===== config.mk =====
export PLATFORM = sky130hd
export DESIGN_NAME = maxpool_writer
export DESIGN_NICKNAME = d
export VERILOG_FILES = /design/src/rtl/maxpool_pkg.sv /design/src/rtl/maxpool_writer_fp16_max.sv /design/src/rtl/maxpool_writer.sv
export SDC_FILE = /design/constraint.sdc
export NUM_CORES = 1
export LEC_CHECK = 0
export CAP_MARGIN = 20
export CORE_ASPECT_RATIO = 1.25
export CORE_MARGIN = 2
export CORE_UTILIZATION = 60
export DETAILED_ROUTE_END_ITERATION = 6
export GPL_TIMING_DRIVEN = 0
export PLACE_DENSITY = 0.89
export SYNTH_ARGS = -nofsm -noshare
export SYNTH_HDL_FRONTEND = slang
export SYNTH_HIERARCHICAL = 1
export SYNTH_SLANG_ARGS = --single-unit
export TNS_END_PERCENT = 50

===== constraint.sdc =====
create_clock -name clk -period 17.81 [get_ports clk]
set_input_delay 3.562 -clock clk [delete_from_list [all_inputs] [get_ports clk]]
set_output_delay 3.562 -clock clk [all_outputs]
set_load 0.005 [all_outputs]

===== src/rtl/maxpool_pkg.sv =====
// Shared types for the 2x2 max-pool output writer.
// Optional feature: MAXPOOL_RELU_EN clamps negative inputs to +0 before pooling.
package maxpool_pkg;

    typedef logic [15:0] fp16_t;

    localparam fp16_t FP16_ZERO = 16'h0000;

    typedef enum logic [2:0] {
        S_IDLE,
        S_EVEN_ROW,
        S_ODD_ROW,
        S_FLUSH,
        S_DONE
    } state_e;

endpackage


===== src/rtl/maxpool_writer_fp16_max.sv =====
// Combinational fp16 max in sign-magnitude order.
// +0/-0 compare equal and the first operand wins; NaN/Inf are ordered by raw bits.
module fp16_max
    import maxpool_pkg::*;
(
    input  fp16_t a,
    input  fp16_t b,
    output fp16_t y
);

    logic signed [16:0] key_a;
    logic signed [16:0] key_b;

    // Map sign-magnitude onto a signed key so ties (incl. +0/-0) keep operand a
    always_comb begin
        key_a = a[15] ? -$signed({2'b00, a[14:0]}) : $signed({2'b00, a[14:0]});
        key_b = b[15] ? -$signed({2'b00, b[14:0]}) : $signed({2'b00, b[14:0]});
        y     = (key_b > key_a) ? b : a;
    end

endmodule


===== src/rtl/maxpool_writer.sv =====
// 2x2 max-pool of a raster fp16 stream, packing pooled pairs into 32-bit SRAM words.
// Optional feature: MAXPOOL_RELU_EN replaces negative din by +0 before pooling.
module maxpool_writer
    import maxpool_pkg::*;
#(
    parameter int IMG_W    = 32,
    parameter int IMG_H    = 16,
    parameter int OUT_BASE = 0
) (
    input  logic        clk,
    input  logic        rst,
    input  logic        frame_start,
    input  logic [15:0] din,
    input  logic        din_valid,
    output logic        wr_en,
    output logic [12:0] wr_addr,
    output logic [31:0] wr_data,
    output logic        busy,
    output logic        frame_done
);

    localparam int          CW   = $clog2(IMG_W);
    localparam int          RW   = $clog2(IMG_H);
    localparam int          LB   = IMG_W / 2;
    localparam int          BW   = (LB > 1) ? $clog2(LB) : 1;
    localparam logic [12:0] BASE = 13'(OUT_BASE);

    state_e         state_q, state_d;
    logic [CW-1:0]  col_q, col_d;
    logic [RW-1:0]  row_q, row_d;
    fp16_t          prev_q, prev_d;
    fp16_t          pooled_q, pooled_d;
    logic           pooled_vld_q, pooled_vld_d;
    fp16_t          lo_q, lo_d;
    logic           half_q, half_d;
    logic           wr_en_q, wr_en_d;
    logic [12:0]    wr_addr_q, wr_addr_d;
    logic [31:0]    wr_data_q, wr_data_d;
    logic           busy_q, busy_d;
    logic           frame_done_q, frame_done_d;
    fp16_t          lbuf_q [LB];
    fp16_t          lbuf_d [LB];

    fp16_t          pix;
    fp16_t          pair;
    fp16_t          pool;
    fp16_t          lbuf_rd;
    logic [BW-1:0]  idx;
    logic           accept;
    logic           row_end;

    // Input conditioning: optional ReLU clamp ahead of all comparisons
    always_comb begin
`ifdef MAXPOOL_RELU_EN
        pix = din[15] ? FP16_ZERO : din;
`else
        pix = din;
`endif
        idx     = BW'(col_q >> 1);
        lbuf_rd = lbuf_q[idx];
    end

    // Horizontal pair max, then vertical max against the buffered even row
    fp16_max u_pair (.a(prev_q),  .b(pix),  .y(pair));
    fp16_max u_pool (.a(lbuf_rd), .b(pair), .y(pool));

    // Next-state: row walker, pooling pipe, word packer and frame control
    always_comb begin
        state_d      = state_q;
        col_d        = col_q;
        row_d        = row_q;
        prev_d       = prev_q;
        pooled_d     = pooled_q;
        pooled_vld_d = 1'b0;
        lo_d         = lo_q;
        half_d       = half_q;
        wr_en_d      = 1'b0;
        wr_addr_d    = wr_addr_q;
        wr_data_d    = wr_data_q;
        busy_d       = busy_q;
        frame_done_d = 1'b0;
        lbuf_d       = lbuf_q;

        accept  = din_valid && !frame_start &&
                  (state_q == S_EVEN_ROW || state_q == S_ODD_ROW);
        row_end = accept && (col_q == CW'(IMG_W - 1));

        if (accept) begin
            if (!col_q[0]) begin
                prev_d = pix;
            end else if (state_q == S_EVEN_ROW) begin
                lbuf_d[idx] = pair;
            end else begin
                pooled_d     = pool;
                pooled_vld_d = 1'b1;
            end
            col_d = row_end ? '0 : col_q + CW'(1);
            if (row_end) begin
                if (state_q == S_EVEN_ROW) begin
                    state_d = S_ODD_ROW;
                end else if (row_q == RW'(IMG_H - 1)) begin
                    state_d = S_FLUSH;
                end else begin
                    state_d = S_EVEN_ROW;
                end
                row_d = (row_q == RW'(IMG_H - 1)) ? '0 : row_q + RW'(1);
            end
        end

        // Pack pooled values low half first; write the word once both halves exist
        if (pooled_vld_q) begin
            if (half_q) begin
                wr_data_d = {pooled_q, lo_q};
                wr_en_d   = 1'b1;
                half_d    = 1'b0;
            end else begin
                lo_d   = pooled_q;
                half_d = 1'b1;
            end
        end

        if (wr_en_q) begin
            wr_addr_d = wr_addr_q + 13'd1;
        end

        unique case (state_q)
            S_FLUSH: begin
                // The frame's last pooled value lands here; pad any unpaired half
                if (pooled_vld_q && !half_q) begin
                    wr_data_d = {FP16_ZERO, pooled_q};
                    wr_en_d   = 1'b1;
                    half_d    = 1'b0;
                end else if (!pooled_vld_q && half_q) begin
                    wr_data_d = {FP16_ZERO, lo_q};
                    wr_en_d   = 1'b1;
                    half_d    = 1'b0;
                end
                state_d = S_DONE;
            end
            S_DONE: begin
                frame_done_d = 1'b1;
                busy_d       = 1'b0;
                state_d      = S_IDLE;
            end
            default: ;
        endcase

        // Arming (or re-arming mid-frame) discards everything in flight
        if (frame_start) begin
            state_d      = S_EVEN_ROW;
            col_d        = '0;
            row_d        = '0;
            pooled_vld_d = 1'b0;
            half_d       = 1'b0;
            wr_en_d      = 1'b0;
            wr_addr_d    = BASE;
            busy_d       = 1'b1;
            frame_done_d = 1'b0;
        end
    end

    // Control and output registers
    always_ff @(posedge clk or posedge rst) begin
        if (rst) begin
            state_q      <= S_IDLE;
            col_q        <= '0;
            row_q        <= '0;
            prev_q       <= FP16_ZERO;
            pooled_q     <= FP16_ZERO;
            pooled_vld_q <= 1'b0;
            lo_q         <= FP16_ZERO;
            half_q       <= 1'b0;
            wr_en_q      <= 1'b0;
            wr_addr_q    <= BASE;
            wr_data_q    <= '0;
            busy_q       <= 1'b0;
            frame_done_q <= 1'b0;
        end else begin
            state_q      <= state_d;
            col_q        <= col_d;
            row_q        <= row_d;
            prev_q       <= prev_d;
            pooled_q     <= pooled_d;
            pooled_vld_q <= pooled_vld_d;
            lo_q         <= lo_d;
            half_q       <= half_d;
            wr_en_q      <= wr_en_d;
            wr_addr_q    <= wr_addr_d;
            wr_data_q    <= wr_data_d;
            busy_q       <= busy_d;
            frame_done_q <= frame_done_d;
        end
    end

    // Line buffer: no reset, every entry is written in an even row before use
    always_ff @(posedge clk) begin
        lbuf_q <= lbuf_d;
    end

    assign wr_en      = wr_en_q;
    assign wr_addr    = wr_addr_q;
    assign wr_data    = wr_data_q;
    assign busy       = busy_q;
    assign frame_done = frame_done_q;

endmodule


==> results of run 1 <==
## worst max path at each step
stage | slack (ns) | start | cells after the start | to
2_1_floorplan | 6.45 | din[6] | 27 | pooled_q[7]
3_3_place_gp | 4.61 | din[6] | 29 | pooled_q[7]
3_5_place_dp | 4.72 | din[6] | 28 | pooled_q[7]
4_1_cts | 5.20 | din[7] | 28 | pooled_q[7]
5_1_grt | 4.74 | din[6] | 28 | pooled_q[7]
6_report | 5.02 | din[6] | 28 | pooled_q[7]
## registers in the layout (all words and copies together) (netlist names), 3 cells and up
register	count
lbuf_q	256
wr_data	32
lo_q	16
pooled_q	16
prev_q	16
wr_addr	13
col_q	5
row_q	4
state_q	3
## cell type report
class | instances | area [sq um]
Clock inverter | 19 | 270.3
Fill cell | 1710 | 8212
Tap cell | 350 | 437.9
Clock buffer | 42 | 944.7
Timing Repair Buffer | 83 | 867.1
Multi-Input combinational cell | 707 | 6180
Buffer | 60 | 315.3
Sequential cell | 366 | 10440
Inverter | 18 | 70.07
## where the power goes
part	leakage [nW]	internal, mW	switching [mW]	total (mW)
sequential	3.79	0.963	0.0119	0.975
clock	0.597	0.480	0.313	0.792
combinational	2.72	0.122	0.210	0.332
## layout by cell type, fill, tap and decap left out, types with 7 or more instances in the layout
cell type / Yosys / routed
a21oi_1: 50 / 50
a22oi_1: 32 / 32
buf_2: 15 / 15
buf_6: 7 / 22
bufinv_16: 0 / 7
clkbuf_1: 33 / 38
clkbuf_16: 0 / 37
clkdlybuf4s50_1: 0 / 67
clkinv_2: 0 / 7
dfrtp_1: 110 / 110
edfxtp_1: 256 / 256
ha_1: 47 / 47
inv_1: 18 / 17
mux2_2: 65 / 65
mux2_4: 7 / 7
mux2i_1: 9 / 7
mux4_2: 58 / 58
nand2_1: 83 / 83
nand3_1: 15 / 15
nand4_1: 10 / 10
nor2_1: 79 / 76
nor2b_1: 7 / 7
nor3_1: 14 / 10
o21ai_0: 29 / 29
o22ai_1: 16 / 16
o31a_1: 16 / 16
o31ai_1: 16 / 16
xnor2_1: 29 / 29
xor2_1: 36 / 36
## through the flow
| stage | instance area [sq um] | util | hold slack (ns) |
|---|---|---|---|
| after CTS | 19530 | 0.7039 | 0.5075 |
| after global routing | 19530 | 0.7039 | 0.5296 |
| after detailed placement | 18310 | 0.6601 | 0.4797 |
| after floorplan | 16970 | - | 0.4740 |
| after global placement | 18080 | 0.6517 | 0.4712 |
| final | 19530 | 0.7039 | 0.5021 |
## routing by layer
layer  part of all wire  GRT usage  vias to the layer above
li1                   -          -                     4668
met1               0.36     0.3553                     5414
met2               0.50     0.4797                      673
met3              0.083    0.04264                      155
met4              0.054     0.1428                        0
met5                  0          0                        -
## cells by family (layout without fill, tap and decap cells)
family	count (synthesis)	count (layout)	synth area share
AOI/OAI and AO/OA	182	182	0.07020
xor gates and xnor gates	68	68	0.03709
adders and majority gates	47	47	0.03466
buffers and inverters	78	222	0.02256
DFF	366	366	0.6153
muxes	149	149	0.1436
and+or+nand+nor	261	261	0.07662
==> qor.csv, run 1 <==
stage,metric,value,unit
outcome,outcome,"finished, violations left",
outcome,violated checks,DRC,
sta,"Period Utilization, post-route",0.7179,
sta,max frequency,78.21,MHz
place,final weighted congestion in routability-driven placement,0.9359,
logic_synthesis,Yosys reg bits,366,
cts,number of clock buffers inserted by TritonCTS,34,
cts,"buffers from clock root to sink, at most",3,
route,Routed wire per std cell,24.89,um
floorplan,standard cell core area,27740,sq um
floorplan,width of the die,154.4,um
place,Setup WS pre-CTS,4.723,ns
cts,number of gates resized after CTS,0,
run,Maximum Capacitance Violations,0,
floorplan,Die Footprint,29650,sq um
cells_and_area,share of post-route cells with drive strength above 1,0.2000,
critical_path,kind of cell adding the most delay to the critical path,simple AND/OR/NAND/NOR gates,
route,vias after detailed routing,10910,
logic_synthesis,library cell occupying the most area in the post-synthesis netlist,edfxtp_1,
logic_synthesis,mean instance size in the synthesized netlist,14.74,sq um
sta,final setup violating endpoints,0,
logic_synthesis,top_reg_cell synth,edfxtp_1,
grt,global router's overall resource usage,0.2818,
logic_synthesis,count of mapped cells out of synthesis,1151,
cts,post-CTS setup-driven buffer insertion count,0,
power_and_ir_drop,Power Density,107.6,nW/um^2
route,via count normalized by instance count,6.632,
place,number of placed instances with taps included,1584,
critical_path,required time at the endpoint of the critical path,18.21,ns
sta,number of hold-slack violations in the final timing report,0,
place,detailed placer's ending HPWL,27.06,mm
logic_synthesis,main area contributors after synthesis,"edfxtp_1, dfrtp_1, mux4_2",
floorplan,top-level I/O count,68,
critical_path,worst reg2reg startpoint,prev_q[4],
grt,number of antenna violations at the first check in global routing,0,
sta,Rel. slew slack,0.2759,
floorplan,starting density of the core,0.6117,
sta,total negative setup slack,0,ns
logic_synthesis,fraction of post-synthesis cell area in the top cell type by area,0.4531,
critical_path,buffering stage count on the worst path with inverters included,3,
critical_path,internal reg-to-reg setup slack,8.23,ns
sta,final max-slew violation count,0,
cts,clock tree from TritonCTS,done,
logic_synthesis,Post-Synthesis Cell Area,16970,sq um
critical_path,delay of the slowest cell on the worst path,0.73,ns
cts,source-to-sink clock delay at the later pin of the worst-skew pair,0.52,ns
cells_and_area,area grow syn2layout,15.07,%
sta,setup repair after global routing missed its margin,no,
grt,GR Overflow Total,0,
floorplan,die outline height,192.0,um
cts,clock tree root buffer cell,clkbuf_16,
place,number of buffers inserted by port buffering,67,
sta,final critical delay including setup and external delays,12.79,ns
min_path,number of cells traversed by the worst hold path,1,
sta,slew at the pin closest to its max-slew limit,1.082,ns
logic_synthesis,Synthesis Warnings,6,
route,number of DRC violations after detailed-routing iteration 0,1253,
cts,H-tree depth reported by CTS,2,
route,Detailed Routing Iterations Pass 1,7,
sta,"crit path setup slack, layout",5.023,ns
grt,largest net degree at the start of global routing,69,
sta,worst clock skew on the final layout,0.01000,ns
cells_and_area,total inserted antenna cells,0,
power_and_ir_drop,leakage,7.113,nW
cells_and_area,number of nets in the final layout,1337,
logic_synthesis,"Async S/R FF share, synth",0.3005,
cts,hold buffer count at CTS,0,
floorplan,standard-cell row count,68,
min_path,kind of path behind the tightest hold check,flop to flop,
power_and_ir_drop,"sum of internal, switching and leakage power",2.100,mW
route,WL final,40.95,mm
critical_path,number of cells on the worst reg-to-reg path,27,
logic_synthesis,"Net Count, Synth",1218,
logic_synthesis,Post-synth EDFFs,256,
critical_path,end of the worst register-to-register path,pooled_q[7],
cts,clock slew seen by the registers of the worst setup and hold paths,0.06,ns
logic_synthesis,list of most frequent post-synthesis cells,"edfxtp_1, dfrtp_1, nand2_1",
route,number of nets still failing antenna checks after routing,0,
logic_synthesis,number of unique standard cell types used by synthesis,59,
min_path,worst hold endpoint,busy,
critical_path,type of destination of the critical path,flop,
critical_path,Worst Setup Path Type,input pin to flop,
cells_and_area,final cell count without fillers,1645,
min_path,beginning of the worst hold path,busy,
critical_path,slowest cell on the critical path,o221ai_1,
grt,via count of the first global-routing pass,10966,
grt,global-route wire length before repair,63.22,mm
power_and_ir_drop,peak supply drop,0.09017,mV
logic_synthesis,most common cell in the synthesized netlist,edfxtp_1,
critical_path,critical path arrival,13.19,ns
cts,Sink Count,366,
route,DRC Markers,1,
critical_path,crit path max fanout,19,
critical_path,kind of launch point of the worst setup path,input pin,
logic_synthesis,fraction of the yosys area taken by sequential cells,0.6153,
Power figures use the tool's default switching activity.
==> run 2, diff against run 1 <==
Clock period 17.81 ns to 11.9 ns, I/O delays scaled along.
==> results of run 2 <==
Same layout as run 1 (identical final DEF). Status: finished, violations left: DRC.
Main changes from that run: setup slack after placement 4.723 ns -> -0.005083 ns; setup slack after layout 5.023 ns -> 0.2954 ns; register-to-register setup slack 8.23 ns -> 2.32 ns; total power 2.100 mW -> 3.143 mW; worst IR drop on VDD 0.09017 mV -> 0.1350 mV
